===== src/rtl/shift_reg_piso_tx.sv =====
// Parallel-in / serial-out transmitter. It sends each word MSB first and holds one more
// word in reserve, so back-to-back words go out with no gap in the serial stream.
module shift_reg_piso_tx #(
    parameter int SHLEN = 6
) (
    input  logic             clk_i,
    input  logic             rst_n_i,
    input  logic             en_i,
    input  logic             load_vld_i,
    input  logic [SHLEN-1:0] din_i,
    output logic             load_rdy_o,
    output logic             sout_o,
    output logic             sen_o,
    output logic             busy_o,
    output logic             done_o
);
    localparam int CW = (SHLEN > 2) ? $clog2(SHLEN) : 1;
    localparam logic [CW-1:0] CNT_MAX = CW'(SHLEN - 1);
    localparam logic [CW-1:0] CNT_ONE = CW'(1);

    typedef enum logic {IDLE, SHIFT} state_t;

    state_t           state_q;
    logic [SHLEN-1:0] shreg_q;
    logic [SHLEN-1:0] hold_q;
    logic [CW-1:0]    bitcnt_q;
    logic             hold_full_q;
    logic             done_q;
    logic             accept;
    logic             last_bit;

    assign load_rdy_o = ~hold_full_q;
    assign accept     = load_vld_i & load_rdy_o;
    assign last_bit   = en_i & (bitcnt_q == '0);

    // SEN is combinational, so a downstream receiver captures SOUT on the same edge.
    assign busy_o = (state_q == SHIFT);
    assign sen_o  = en_i & busy_o;
    assign sout_o = busy_o & shreg_q[SHLEN-1];
    assign done_o = done_q;

    always_ff @(posedge clk_i or negedge rst_n_i) begin
        if (!rst_n_i) begin
            state_q     <= IDLE;
            shreg_q     <= '0;
            hold_q      <= '0;
            bitcnt_q    <= '0;
            hold_full_q <= 1'b0;
            done_q      <= 1'b0;
        end else begin
            done_q <= 1'b0;
            case (state_q)
                IDLE: begin
                    if (accept) begin
                        shreg_q  <= din_i;
                        bitcnt_q <= CNT_MAX;
                        state_q  <= SHIFT;
                    end
                end
                SHIFT: begin
                    if (last_bit) begin
                        done_q <= 1'b1;
                        // A held word wins over a new load; LOAD_RDY is low then anyway.
                        if (hold_full_q) begin
                            shreg_q     <= hold_q;
                            hold_full_q <= 1'b0;
                            bitcnt_q    <= CNT_MAX;
                        end else if (accept) begin
                            shreg_q  <= din_i;
                            bitcnt_q <= CNT_MAX;
                        end else begin
                            state_q <= IDLE;
                        end
                    end else begin
                        if (en_i) begin
                            shreg_q  <= {shreg_q[SHLEN-2:0], 1'b0};
                            bitcnt_q <= bitcnt_q - CNT_ONE;
                        end
                        if (accept) begin
                            hold_q      <= din_i;
                            hold_full_q <= 1'b1;
                        end
                    end
                end
                default: state_q <= IDLE;
            endcase
        end
    end
endmodule


===== config.mk =====
export PLATFORM = sky130hd
export DESIGN_NAME = shift_reg_piso_tx
export DESIGN_NICKNAME = d
export VERILOG_FILES = /design/src/rtl/shift_reg_piso_tx.sv
export SDC_FILE = /design/constraint.sdc
export NUM_CORES = 1
export LEC_CHECK = 0
export ABC_AREA = 1
export ABC_CLOCK_PERIOD_IN_PS = 1500
export CAP_MARGIN = 30
export CORE_MARGIN = 2
export CORE_UTILIZATION = 40
export DETAILED_ROUTE_END_ITERATION = 7
export SYNTH_ARGS = -nofsm -noshare
export SYNTH_HDL_FRONTEND = slang
export SYNTH_SLANG_ARGS = --single-unit

===== constraint.sdc =====
create_clock -name clk_i -period 1.5 [get_ports clk_i]
set_clock_uncertainty 0.2 [all_clocks]
set_input_delay 0.3 -clock clk_i [delete_from_list [all_inputs] [get_ports clk_i]]
set_output_delay 0.3 -clock clk_i [all_outputs]
set_load 0.005 [all_outputs]

# [Word-level counts from Yosys, hierarchy flattened]
# Cells that the tools add are included.
[op_classes] addsub=1 n_eq_ne=1 n_mux=18 bitwise=7 reduce_logical=4
[ops] cell="two-way mux 6 bit" n=4
[ops] cell="two-way mux 3 bit" n=4
[ops] cell="case mux 6 bit (2 select lines)" n=1
[ops] cell="two-way mux 1 bit" n=7
[ops] cell="case mux 3 bit (2 select lines)" n=1
[ops] cell="bitwise AND 1 bit" n=4
[ops] cell="zero test 3 bit" n=1
[ops] cell="!= test 3 x 2 -> 1 bit (second input constant)" n=1
[ops] cell="inverter 1 bit" n=3
[ops] cell="AND reduction 3 bit" n=1
[ops] cell="subtractor 3 x 1 -> 3 bit (second input constant)" n=1
[ops] cell="case mux 1 bit (2 select lines)" n=1
[ops] cell="AND reduction 2 bit" n=1
[ops] cell="nonzero test 2 bit" n=1
[totals] reg_bits=18 wordCells=37

# [Longest topological paths before layout]
[logic_depth] depth_word=6 ltp_mapped=9

# [Worst setup path before layout]
# OpenSTA, ideal clock, no wires.
[synth_timing] kind="register to register" start="reg bitcnt_q[0]" end="reg hold_full_q" setup_ps=127 arrival_ps=1239 required_ps=1173 slack_ps=-66 path_stages_with_launch=9 path_buffers=1 period_less_slack_ps=1566 cell_sequence="dfrtp_1 inv_1 ha_1 nand2_1 nor2_4 nor2_2 nand2_2 buf_6 o21ai_0"
[synth_via] elab_chain_cells=4 word_cells_on_any_way=5 classes_between="mux (1); bitwise (1); reduce/logical (3)"
[synth_lines] item="start, declared" line="26" source="logic [CW-1:0] bitcnt_q;"
[synth_lines] item="start signal, assigned" line="77" source="bitcnt_q <= bitcnt_q - CNT_ONE;"
[synth_lines] item="zero test 3 bit *" line="34" source="assign last_bit = en_i & (bitcnt_q == '0);"
[synth_lines] item="bitwise AND 1 bit *" line="34"
[synth_lines] item="nonzero test 2 bit (no source line)"
[synth_lines] item="AND reduction 2 bit (no source line)"
[synth_lines] item="end signal, assigned" line="48" source="hold_full_q <= 1'b0;"
[synth_lines] item="end signal, assigned" line="66" source="hold_full_q <= 1'b0;"
[synth_lines] item="end signal, assigned" line="81" source="hold_full_q <= 1'b1;"
[synth_lines] item="end, declared" line="27" source="logic hold_full_q;"
# Every way passes the cells marked *; elsewhere a longest branch is shown, timed or not.
# A chain may end at the register's enable or synchronous reset.

# [Worst setup path after layout]
[layout_timing] start="reg bitcnt_q[1]" end="reg shreg_q[1]"
[layout_via] elab_chain_cells=4 word_cells_on_any_way=5 classes_between="eq/ne (1); mux (2); bitwise (1); reduce/logical (1)"
[layout_lines] item="zero test 3 bit *" line="34"
[layout_lines] item="bitwise AND 1 bit *" line="34"
[layout_lines] item="two-way mux 6 bit" line="61" source="if (last_bit) begin"
[layout_lines] item="case mux 6 bit (2 select lines)" line="52" source="case (state_q)"
[layout_lines] item="end signal, assigned" line="55" source="shreg_q <= din_i;"
[layout_lines] item="end signal, assigned" line="65" source="shreg_q <= hold_q;"
[layout_lines] item="end signal, assigned" line="69" source="shreg_q <= din_i;"
[layout_lines] item="end, declared" line="24" source="logic [SHLEN-1:0] shreg_q;"
# Marked as above.

==> reports/results.txt <==
I/O pins - 15
Worst min path class - in2async
Max Clock Freq - 0.6239 GHz
Total power - 2727 uW
Top Layer Used - met4
Register bit count reported by yosys - 18
RePlAce Congestion - 0.8356
Multi-input gate area - 643.1 um2
Met3 routed WL - 117 um
Reg area - 452.9 um2
Total gr overflow - 0
Violated checks - negative setup slack
Filler Cells Inserted - 213
Num rows - 18
Buffers & Inverters on Critical Path - 2
Die X-Extent - 55.90 um
Initial antenna violation count - 0
Global-route wire length before repair - 4.988 mm
Ant diodes - 0
Slowest cell on the critical path - dfrtp_1
DRT Pass-1 Iters - 4
Initial core utilization - 0.4271
Clk_lat worst skew - 0.29 ns
Complex-gate fraction of the synthesized area - 0.05343
Unrepaired setup endpoints after global routing - true
Synthesized Nets - 164
Max_cap viols - 0
Commonest register cell after synthesis - dfrtp_1
Layout cell share with drive strength beyond 1 - 0.4020
Hold_buf cts - 0
LEAKAGE - 0.0008750 uW
Async set-or-reset flop fraction in the synthesized netlist - 1.000
DRC viols - 0
Iteration-0 DRC Markers - 51
Total track usage - 0.2066
Final Cycle Share - 1.069
Startpoint types - register
Largest net degree at the start of global routing - 19
CTS root buf - clkbuf_4
Post-synthesis mux area share - 0
Post-Syn Instances - 152
Port buffer count - 14
Slew headroom - 0.8124
Wire length on met1 - 1.241 mm
CTS tree - done
Tmin final - 1.603 ns
Fin. Hold Viols - 0
Deepest clock path buffer count - 2
Vias - 1126
Fraction of the mapped netlist area in adder cells - 0.02323
Netlist cell types - 18
CP peak stage delay - 0.41 ns
Arrival time worst endpoint - 1.62 ns
Post-detailed-route wirelength per cell - 13.00 um
Die height - 55.90 um
Area share of xor/xnor cells in the synthesized design - 0
Finished Layout Cells - 229
Detail Route Antenna Nets - 0
WP data required - 1.52 ns
Crit path capture type - register
Synth-to-Final Area Change - 55.40%
Endpoints failing setup - 15
Core region area - 2522 um2
Worst setup margin - -0.1028 ns
Worst-margin pin slew - 0.2812 ns
Highest fanout seen on the critical path - 5
Maximum VDD drop - 0.001045 V
Critical Path, Cell by Cell - inv_2, ha_4, nand2_4, nor2_4, buf_6, nand3_1, nand3_1, nor2_1, nor2_1
Layout Utilization - 0.6637
Vias/cell - 4.917
WL met2 - 1.568 mm
PwrDens - 1629 nW/um2
Full die area - 3124 um2
Seq/Total Area, Yosys - 0.4181
Ys Warns - 0
Post-placement setup slack - -0.4263 ns
Clk sink count - 18
Setup Crit Path Kind - reg2reg
Hold slack final - 0.1282 ns
Critical path's top delay family - simple AND/OR/NAND/NOR gates
Status - finished, violations left
Post-synth EDFFs - 0
Final nets - 213
Synthesized area per cell - 7.087 um2
Mapped cell area - 1077 um2
Clock-pin slew of the registers on the worst-case setup and hold paths - 0.10 ns
Number of global-route vias before repair - 1140
Pins Over Slew Limit - 0
Total CTS buffers - 3
Htree depth - 1
Largest family of logic cells by synthesized area - simple AND/OR/NAND/NOR gates
HPWL after DPL - 1.928 mm
Routed WL - 2.976 mm
Simple-Gate Fraction of Synth Area - 0.3949
Placed instance count - 214
Yosys cell counts, types with 2 or more instances:
cell type | instances | area [um2]
o21ai_0 | 5 | 25.02
nand2_2 | 2 | 12.51
dfrtp_1 | 18 | 450.4
nand3_1 | 18 | 90.09
buf_6 | 2 | 22.52
nand2_1 | 41 | 153.9
inv_2 | 2 | 7.510
ha_1 | 2 | 25.02
o21ai_1 | 4 | 20.02
nor2_1 | 25 | 93.84
buf_2 | 2 | 10.01
inv_1 | 21 | 78.83
nand3_2 | 4 | 40.04
nor2_4 | 2 | 22.52
final cells by class:
class,instances,share of cell area
Multi-Input combinational cell,108,0.3842
Sequential cell,18,0.2706
Tap cell,30,0.02242
Timing Repair Buffer,47,0.2578
Inverter,23,0.05157
Clock buffer,3,0.01345
cell usage in the layout (no fill, tap or decap):
master           synthesis  final
clkdlybuf4s50_1          0      8
o21ai_1                  4      7
inv_2                    2      6
inv_1                   21     17
buf_12                   0      1
o21ai_2                  0      2
a21oi_2                  0      1
nor2_2                   1      2
nand2_4                  0      6
nand3_1                 18     12
dlygate4sd2_1            0      2
dfrtp_2                  0      2
or2_4                    0      1
buf_2                    2      1
o211ai_1                 1      1
buf_6                    2     13
buf_4                    0     21
nand2_2                  2      5
clkbuf_2                 0      1
dfrtp_1                 18     16
nor2_4                   2      3
clkbuf_4                 0      3
nor2_1                  25     23
nand2_1                 41     33
nand3_2                  4     10
ha_4                     0      2
metrics by stage:
step                      setup TNS (ns)  instance area (um2)
after floorplan                        0                 1092
after detailed placement          -5.974                 1415
final                            -0.8219                 1674
after global placement            -5.280                 1415
after CTS                        -0.3871                 1598
after global routing              -2.379                 1674
path summary, 6_finish.rpt:
path / endpoint / from / cells past startpoint / slack [ns]
max: shreg_q[1] / bitcnt_q[1] / 9 / -0.10
min: done_o / rst_n_i / 2 / 0.13
max reg2reg: shreg_q[1] / bitcnt_q[1] / 9 / -0.10
min reg2reg: hold_q[0] / hold_q[0] / 2 / 0.29
max in group asynchronous: busy_o / rst_n_i / 2 / 0.75
min in group clk_i: hold_q[0] / hold_q[0] / 2 / 0.29
flip-flops by register name, summed over array words and instances (netlist names):
signal,flops
bitcnt_q,3
busy_o,1
shreg_q,6
done_o,1
hold_full_q,1
hold_q,6
power by group:
part / total, uW / switching (uW) / internal (uW)
Combinational: 1640 / 838 / 799
Clock: 236 / 142 / 93.2
Sequential: 855 / 159 / 696
Total: 2730 / 1140 / 1590
kinds of logic (layout without fill, tap and decap cells):
| logic type | Yosys count | count (layout) |
|---|---|---|
| buffers and inverters | 27 | 73 |
| AOI/OAI and AO/OA | 11 | 11 |
| DFF | 18 | 18 |
| and+or+nand+nor | 94 | 95 |
| adders and majority gates | 2 | 2 |
timing repair:
action | 4_1_cts | 5_1_grt
cloned | 1 | 0
setup endpoints to repair | 19 | 20
resized for setup | 49 | 19
buffers inserted | 10 | 4
pin swaps | 9 | 10
per-layer routing:
metal,GRT usage,vias to the layer above
li1,-,565
met1,0.2322,531
met2,0.3827,24
met3,0.02558,6
met4,0.09864,0
met5,0,-
worst reg2reg max path, stage by stage (launching register included):
cell	delay (ns)
dfrtp_1	0.41
inv_2	0.09
ha_4	0.16
nand2_4	0.06
nor2_4	0.20
buf_6	0.16
nand3_1	0.06
nand3_1	0.07
nor2_1	0.04
nor2_1	0.09
(Power assumes the default switching activity.)
